## src/rtl/result_uart_tx_pkg.sv

```systemverilog
// Shared types and constants for the result UART transmitter.
// Imported by the packet FSM and the byte serialiser.
package result_uart_tx_pkg;

    typedef enum logic [2:0] {
        IDLE,
        START,
        DATA,
        STOP,
        DONE
    } tx_state_e;

    localparam logic UART_START_BIT      = 1'b0;
    localparam logic UART_STOP_BIT       = 1'b1;
    localparam int   UART_BITS_PER_FRAME = 10;

endpackage

```

## src/rtl/result_uart_tx_byte.sv

```systemverilog
// One 8N1 frame: baud counter plus LSB-first shifter.
// A load on the last cycle of a stop bit chains frames with no gap.
module uart_tx_byte
    import result_uart_tx_pkg::*;
#(
    parameter int CLKS_PER_BIT = 434
) (
    input  logic       clk,
    input  logic       rst,
    input  logic       load_i,
    input  logic [7:0] byte_i,
    output logic       txd_o,
    output logic       tick_o,
    output logic [3:0] pos_o,
    output logic       frame_done_o
);

    localparam int CW = (CLKS_PER_BIT > 1) ? $clog2(CLKS_PER_BIT) : 1;
    localparam logic [CW-1:0] CNT_MAX  = CW'(CLKS_PER_BIT - 1);
    localparam logic [3:0]    POS_LAST = 4'(UART_BITS_PER_FRAME - 1);

    logic [CW-1:0] cnt_q;
    logic [3:0]    pos_q;
    logic [7:0]    shift_q;
    logic          active_q;
    logic          txd_q;

    assign tick_o       = active_q && (cnt_q == CNT_MAX);
    assign frame_done_o = tick_o && (pos_q == POS_LAST);
    assign pos_o        = pos_q;
    assign txd_o        = txd_q;

    // pos_q: 0 = start bit, 1..8 = data bits, 9 = stop bit
    always_ff @(posedge clk) begin
        if (rst) begin
            cnt_q    <= '0;
            pos_q    <= '0;
            shift_q  <= '0;
            active_q <= 1'b0;
            txd_q    <= UART_STOP_BIT;
        end else if (load_i) begin
            cnt_q    <= '0;
            pos_q    <= '0;
            shift_q  <= byte_i;
            active_q <= 1'b1;
            txd_q    <= UART_START_BIT;
        end else if (active_q) begin
            if (cnt_q == CNT_MAX) begin
                cnt_q <= '0;
                if (pos_q == POS_LAST) begin
                    active_q <= 1'b0;
                    txd_q    <= UART_STOP_BIT;
                end else begin
                    pos_q <= pos_q + 4'd1;
                    if (pos_q == 4'd8) begin
                        txd_q <= UART_STOP_BIT;
                    end else begin
                        txd_q   <= shift_q[0];
                        shift_q <= shift_q >> 1;
                    end
                end
            end else begin
                cnt_q <= cnt_q + CW'(1);
            end
        end
    end

endmodule

```

## src/rtl/result_uart_tx.sv

```systemverilog
// Packet FSM: header, payload MS byte first, XOR checksum.
// Drives the byte serialiser and the controller handshake.
module result_uart_tx
    import result_uart_tx_pkg::*;
#(
    parameter int          CLKS_PER_BIT = 434,
    parameter int          NUM_BYTES    = 4,
    parameter logic [7:0]  HEADER       = 8'hA5
) (
    input  logic                   clk,
    input  logic                   rst,
    input  logic                   start_tx,
    input  logic [8*NUM_BYTES-1:0] payload,
    output logic                   uart_txd,
    output logic                   tx_busy,
    output logic                   tx_finish
);

    localparam int FRAMES = NUM_BYTES + 2;
    localparam int IW     = $clog2(FRAMES);
    localparam logic [IW-1:0] IDX_LAST = IW'(FRAMES - 1);

    tx_state_e              state_q;
    logic [8*NUM_BYTES-1:0] payload_q;
    logic [7:0]             chk_q;
    logic [7:0]             chk_d;
    logic [IW-1:0]          byte_idx_q;
    logic [IW-1:0]          sel_d;
    logic [7:0]             byte_d;
    logic                   go_q;
    logic                   busy_q;
    logic                   finish_q;
    logic                   load_d;
    logic                   tick;
    logic                   frame_done;
    logic [3:0]             pos;

    always_comb begin
        chk_d = '0;
        for (int i = 0; i < NUM_BYTES; i++) begin
            chk_d = chk_d ^ payload[8*i +: 8];
        end
    end

    // First frame loads index 0; later loads fetch the byte after the current one
    always_comb begin
        sel_d  = go_q ? byte_idx_q : byte_idx_q + IW'(1);
        byte_d = HEADER;
        if (sel_d == IDX_LAST) begin
            byte_d = chk_q;
        end
        for (int i = 0; i < NUM_BYTES; i++) begin
            if (sel_d == IW'(i + 1)) begin
                byte_d = payload_q[8*(NUM_BYTES-1-i) +: 8];
            end
        end
    end

    assign load_d = go_q
                 || (state_q == STOP && frame_done
                     && byte_idx_q != IDX_LAST);

    uart_tx_byte #(
        .CLKS_PER_BIT (CLKS_PER_BIT)
    ) u_byte (
        .clk          (clk),
        .rst          (rst),
        .load_i       (load_d),
        .byte_i       (byte_d),
        .txd_o        (uart_txd),
        .tick_o       (tick),
        .pos_o        (pos),
        .frame_done_o (frame_done)
    );

    always_ff @(posedge clk) begin
        if (rst) begin
            state_q    <= IDLE;
            payload_q  <= '0;
            chk_q      <= '0;
            byte_idx_q <= '0;
            go_q       <= 1'b0;
            busy_q     <= 1'b0;
            finish_q   <= 1'b0;
        end else begin
            go_q     <= 1'b0;
            finish_q <= 1'b0;
            unique case (state_q)
                IDLE: begin
                    if (start_tx) begin
                        payload_q  <= payload;
                        chk_q      <= chk_d;
                        byte_idx_q <= '0;
                        go_q       <= 1'b1;
                        state_q    <= START;
                    end
                end
                START: begin
                    if (go_q) begin
                        busy_q <= 1'b1;
                    end
                    if (tick && pos == 4'd0) begin
                        state_q <= DATA;
                    end
                end
                DATA: begin
                    if (tick && pos == 4'd8) begin
                        state_q <= STOP;
                    end
                end
                STOP: begin
                    if (frame_done) begin
                        if (byte_idx_q == IDX_LAST) begin
                            finish_q <= 1'b1;
                            state_q  <= DONE;
                        end else begin
                            byte_idx_q <= byte_idx_q + IW'(1);
                            state_q    <= START;
                        end
                    end
                end
                DONE: begin
                    busy_q  <= 1'b0;
                    state_q <= IDLE;
                end
                default: state_q <= IDLE;
            endcase
        end
    end

    assign tx_busy   = busy_q;
    assign tx_finish = finish_q;

endmodule

```

## config.mk

```make
export PLATFORM = sky130hd
export DESIGN_NAME = result_uart_tx
export DESIGN_NICKNAME = d
export VERILOG_FILES = /design/src/rtl/result_uart_tx_pkg.sv /design/src/rtl/result_uart_tx_byte.sv /design/src/rtl/result_uart_tx.sv
export SDC_FILE = /design/constraint.sdc
export NUM_CORES = 1
export LEC_CHECK = 0
export ABC_AREA = 1
export CAP_MARGIN = 20
export CORE_MARGIN = 5
export CORE_UTILIZATION = 30
export CTS_CLUSTER_DIAMETER = 120
export CTS_CLUSTER_SIZE = 10
export DETAILED_ROUTE_END_ITERATION = 10
export PLACE_DENSITY = 0.59
export SLEW_MARGIN = 10
export SYNTH_ARGS = -nofsm -noshare
export SYNTH_HDL_FRONTEND = slang
export SYNTH_SLANG_ARGS = --single-unit
```

## constraint.sdc

```tcl
create_clock -name clk -period 3.3 [get_ports clk]
set_input_delay 0.33 -clock clk [delete_from_list [all_inputs] [get_ports clk]]
set_output_delay 0.33 -clock clk [all_outputs]
set_load 0.01 [all_outputs]
```

==> metrics.yaml, run 1 <==
die:
  die_area_um2: 15000
  initial_core_util_pct: 30.3
  coreArea_um2: 12500
  fp.dieW_um: 122
  io_pins: 38
  rows: 41
  chipHeight_um: 122
clock_network:
  clkLatencyLatePin_ns: 0.33
  cts_tree: "yes"
  ctsLongestPathBuffers: 2
  htreeDepth: 3
  cts_buffers: 9
  cts_setup_buffers: 0
  postCtsResizedCells: 0
  cts.sinks: 72
  clk_root_buffer_cell: "clkbuf_16"
  hold_buffers: 0
  path_clk_slew_ns: 0.06
synthesis:
  synthTopCellsByCount: "121 x nand2_1, 72 x dfxtp_1, 51 x inv_1, 48 x nor2_1"
  synth_largest_area_cell: "dfxtp_1"
  synth_cell_types: 41
  syn-num-nets: 576
  netlist_area_um2: 3780
  ys_seq_area_share_pct: 38.1
  ys_dominant_reg_cell: "dfxtp_1"
  synth_top_area_share_pct: 38.1
  syn_avg_cell_area_um2: 7.08
  synth.most_common_cell: "nand2_1"
  synth_top_cells_by_area: "dfxtp_1 38%, nand2_1 12%, a21oi_1 5.7%"
  synth-warning-count: 0
  ys_seq_elements: 72
  synth_edf_count: 0
  async_flop_share_pct: 0
  netlist_instances: 534
setup_path:
  cp.required_ns: 3.50
  cp.arrival_ns: 2.17
  cp_slowest_cell: "dfxtp_1"
  slowest_delay_ns: 0.45
  path_cells: "ha_1 -> o21ai_2 -> inv_2 -> nor2_2 -> nand2_1 -> nor2_1 -> nor2_1 -> nand2_1 -> nand2_1 -> nand2_1 -> a21oi_2"
  critPathTopFamily: "simple AND/OR/NAND/NOR gates"
  crit_path_start_kind: "flop"
  crit_type: "reg -> reg"
  crit_path_end_kind: "flop"
  cp_max_fo: 7
  path_common_cell: "nand2_1"
  cp.buffers_inverters: 1
outcome:
  status: "finished clean"
final_layout:
  multiInputGateArea_um2: 2020
  synthToLayoutAreaGrowth_pct: 23.4
  fill_cells: 1286
  nets: 609
  regArea_um2: 1440
  antenna_cells: 0
  drive_gt1_share_pct: 10.7
  design_area_um2: 4670
place:
  port_buffers: 37
  place_congestion: 0.748
  placed_cell_area_um2: 4320
  dp_hpwl_um: 6250
timing:
  finalSetupTns_ns: 0
  tightest_slew_ns: 1.00
  finalMaxSlewViolations: 0
  rsz0062_at_grt: "no"
  hold_violations: 0
  relSlewSlack_pct: 33.3
  setup_viol: 0
  fin_crit_sh_pct: 59.5
  fin_worst_skew_ns: 0.00963
  fmax_mhz: 509
  fin_crit_ns: 1.96
grt:
  grt_pass1_wl_um: 14300
  grt_max_degree: 43
  first_global_vias: 3071
  gr-usage-all-layers_pct: 11.8
  grt_overflow: 0
  antenna_found_initial: 0
route:
  vias: 3288
  postRouteAntennaNets: 0
  wirelength_um: 8500
  drt-vias-per-instance: 4.42
  drc_errors: 0
  wl_per_cell_um: 11.4
  drt_pass1_iterations: 4
  drt_first_iter_violations: 163
hold_path:
  hp-class: "reg -> reg"
run:
  cap_violations: 0
power:
  p_leak_nw: 1.93
  p_per_area_nw_per_um2: 629
  peakVddDrop_mv: 0.318
path summary, 6_finish.rpt:
check	startpoint	to	slack (ns)	cells past startpoint
hold reg to reg	payload_q[26]	payload_q[26]	0.46	2
setup reg to reg	byte_idx_q[0]	u_byte.shift_q[0]	1.34	11
setup / recovery	byte_idx_q[0]	u_byte.shift_q[0]	1.34	11
hold / removal	payload_q[26]	payload_q[26]	0.46	2
through the flow:
step | hold WS [ns] | worst slack, ns | util [%] | total power, mW | cells
2_1_floorplan | 0.430 | 1.71 | - | 1.62 | 534
3_3_place_gp | 0.440 | 1.14 | 34.7 | 1.80 | 728
3_5_place_dp | 0.444 | 1.08 | 34.7 | 1.82 | 728
4_1_cts | 0.453 | 1.32 | 37.4 | 2.95 | 744
5_1_grt | 0.472 | 1.15 | 37.4 | 3.11 | 744
6_report | 0.456 | 1.34 | 37.4 | 2.93 | 744
layer usage:
metal  vias to the layer above  global-route usage, %  share of wire, %
met1                      1436                   16.5                52
li1                       1774                      -                 -
met3                         6                   2.53               3.6
met4                         0                   3.64               1.0
met5                         -                      0                 0
met2                        72                   18.1                44
worst min-delay path, cell delays in order, from the launching register on:
cell	delay (ns)
dfxtp_1	0.30
inv_1	0.06
a21oi_1	0.05
registers in the layout, summed over array words and instances (netlist names):
register,cells
tx_busy,1
u_byte.txd_o,1
u_byte.cnt_q,9
u_byte.active_q,1
chk_q,8
tx_finish,1
payload_q,32
go_q,1
u_byte.shift_q,8
byte_idx_q,3
u_byte.pos_o,4
state_q,3
logic make-up after synthesis:
logic type | synth area share (%)
buffers and inverters | 8.67
flip-flops | 38.1
AND/OR/NAND/NOR | 31.2
AO/OA/AOI/OAI | 12.5
adder cells (fa/ha/maj) | 2.32
XOR/XNOR | 7.18
report_power, final:
part | switching [mW] | total (mW) | internal (mW)
Clock | 0.388 | 1.13 | 0.744
Combinational | 0.454 | 0.727 | 0.274
Sequential | 0.0754 | 1.08 | 1.00
cells in the final DEF (no fill, tap or decap), types with 4 or more instances in the layout:
master and count:
nand2_1 120, dfxtp_1 72, inv_1 51, nor2_1 48, nand3_1 43, a21oi_1 43
clkdlybuf4s50_1 37, xnor2_1 24, o21ai_0 23, o21ai_1 11, clkbuf_16 9, inv_2 8
nor2_2 7, xor2_1 7, nor3_1 7, ha_1 7, nand2_2 6, nand4_1 4
o21ai_2 4, buf_4 4
final cells by class:
class	instances	area share, %
clock inverters	6	2.49
inverters	64	5.25
well taps	172	4.61
flip-flops and latches	72	30.9
repair buffers	41	8.58
multi-input cells	379	43.3
clock buffers	10	4.90
Power figures use the tool's default switching activity.
==> run 2: changes to the inputs <==
clock period = 1.9 ns   (was 3.3 ns; I/O delays follow)
==> run 2 against run 1 <==
Count of clock-buffer cells in the layout shrank 1. Total power grew 70%. Global-route usage increased by 0.70 points. Clock power increased by 59%. Routed wire length is 1.9% higher. Die area is the same. Utilization rose by 0.48 points. Non-clock buffer count increased by 7. Design area increased by 1.3%.
==> metrics.yaml, run 2 (synthesis gave the netlist of run 1 again) <==
die:
  rows: 41
  initial_core_util_pct: 30.3
  io_pins: 38
  die_area_um2: 15000
  chipHeight_um: 122
  fp.dieW_um: 122
  coreArea_um2: 12500
place:
  dp_hpwl_um: 6640
  port_buffers: 37
  place_congestion: 0.824
  place_inst: 735
  post-place-ws_ns: 0.0745
outcome:
  status: "finished clean"
power:
  p_per_area_nw_per_um2: 1050
  p_leak_nw: 1.97
  swShare_pct: 32.0
  seqPwrFrac_pct: 37.5
  p_sw_mw: 1.59
  combPwrFrac_pct: 26.4
  p_int_mw: 3.39
  peakVddDrop_mv: 0.391
  power.share.clock_pct: 36.0
hold_path:
  whs_endpoint: "payload_q[13]"
  hold_depth: 2
  hp-class: "reg -> reg"
  hp-start: "payload_q[13]"
grt:
  antenna_found_initial: 0
  first_global_vias: 3343
  grt_max_degree: 31
  grt_pass1_wl_um: 15200
  gr-usage-all-layers_pct: 12.5
  grt_overflow: 0
clock_network:
  cts_buffers: 9
  cts_tree: "yes"
  cts_setup_buffers: 0
  clkLatencyLatePin_ns: 0.33
  path_clk_slew_ns: 0.06
  postCtsResizedCells: 0
  htreeDepth: 3
  ctsLongestPathBuffers: 2
  clk_root_buffer_cell: "clkbuf_16"
  hold_buffers: 0
  cts.sinks: 72
route:
  wl_per_cell_um: 11.5
  drt_first_iter_violations: 94
  wirelength_um: 8660
  drt-vias-per-instance: 4.47
  vias: 3353
  drt_pass1_iterations: 4
  postRouteAntennaNets: 0
  drc_errors: 0
setup_path:
  cp.arrival_ns: 1.93
  crit_path_start_kind: "flop"
  crit_cells: 11
  r2r_slack_ns: 0.17
  reg2reg_depth: 11
  crit_path_end_kind: "flop"
  critPathTopFamily: "simple AND/OR/NAND/NOR gates"
  slowest_delay_ns: 0.35
  reg2reg_to: "u_byte.shift_q[0]"
  cp_slowest_cell: "dfxtp_2"
  crit_type: "reg -> reg"
  cp.buffers_inverters: 3
  cp.required_ns: 2.10
  path_cells: "inv_1 -> ha_1 -> nand2_1 -> clkinv_1 -> nor2_2 -> nand4_4 -> buf_4 -> a21oi_1 -> nand2_1 -> nand2_1 -> a21oi_2"
  cp_max_fo: 8
  r2r_start: "byte_idx_q[1]"
  path_common_cell: "nand2_1"
timing:
  tightest_slew_ns: 0.417
  finalSetupTns_ns: 0
  fin_crit_ns: 1.73
  hold_violations: 0
  fin_ws_ns: 0.172
  relSlewSlack_pct: 72.2
  fmax_mhz: 579
  fin_crit_sh_pct: 90.9
  setup_viol: 0
  rsz0062_at_grt: "no"
  fin_hold_ws_ns: 0.455
  finalMaxSlewViolations: 0
  fin_worst_skew_ns: 0.0127
final_layout:
  layout_commonest_cell: "nand2_1"
  largestRegisters: "payload_q: 32 flops, u_byte.cnt_q: 9 flops"
  drive_gt1_share_pct: 13.0
  final_cell_mix: "116 x nand2_1, 70 x dfxtp_1, 51 x inv_1, 47 x nor2_1"
  nets: 616
  antenna_cells: 0
  largest_reg_flops: 32
  final_core_util_pct: 37.9
  synthToLayoutAreaGrowth_pct: 25.0
  final_cells: 750
  regMostFlops: "payload_q"
run:
  cap_violations: 0
-- run 2: cell count changes in the layout (fill, tap and decap cells not counted), moves of 2 or more --
cell        before  now
buf_4            4   11
dfxtp_2          0    2
nand2_2          6    9
nor2_2           7    5
nand2_1        120  116
nor2_4           1    4
clkinvlp_4       0    2
dfxtp_1         72   70
-- run 2: power by group through the flow --
stage / registers [mW] / logic, mW / clock network, mW
2_1_floorplan: 1.85 / 0.960 / 0
3_3_place_gp: 1.90 / 1.28 / 0
3_5_place_dp: 1.91 / 1.30 / 0
4_1_cts: 1.87 / 1.31 / 1.84
5_1_grt: 1.90 / 1.51 / 1.91
6_report: 1.87 / 1.32 / 1.80
-- run 2: through the flow --
stage	instance area, um^2	power [mW]
floorplan	3780	2.81
CTS	4690	5.03
finish	4730	4.99
detailed placement	4380	3.21
global route	4730	5.32
global placement	4380	3.18
-- run 2: worst max path at each step --
stage / to / slack, ns / startpoint
after floorplan: u_byte.shift_q[0] / 0.31 / byte_idx_q[1]
after global placement: u_byte.shift_q[0] / 0.15 / byte_idx_q[1]
after detailed placement: u_byte.shift_q[0] / 0.07 / byte_idx_q[0]
after CTS: u_byte.shift_q[2] / 0.07 / byte_idx_q[1]
after global routing: u_byte.shift_q[7] / 0.006 / byte_idx_q[1]
final: u_byte.shift_q[0] / 0.17 / byte_idx_q[1]
-- run 2: final cells by class --
| class | count | area, um^2 |
|---|---|---|
| clock inverters | 6 | 92.6 |
| flip-flops and latches | 72 | 1440 |
| fillers | 1298 | 7740 |
| well taps | 172 | 215 |
| multi-input cells | 379 | 2050 |
| clock buffers | 9 | 225 |
| inverters | 64 | 245 |
| repair buffers | 48 | 453 |
-- run 2: metal layers --
layer | part of all wire (%) | wire, um | global-route usage [%] | vias up
met4 | 1.4 | 117 | 4.06 | 0
met3 | 4.6 | 398 | 2.81 | 13
li1 | - | - | - | 1786
met1 | 47 | 4090 | 16.3 | 1488
met5 | 0 | 0 | 0 | -
met2 | 47 | 4050 | 20.3 | 66
-- run 2: worst register-to-register path: cells and delay by family, from the launching register on --
family	cells	cell delay, ns
buffers and inverters	3	0.33
adder cells (fa/ha/maj)	1	0.17
AND/OR/NAND/NOR	5	0.58
flip-flops	1	0.35
AO/OA/AOI/OAI	2	0.18
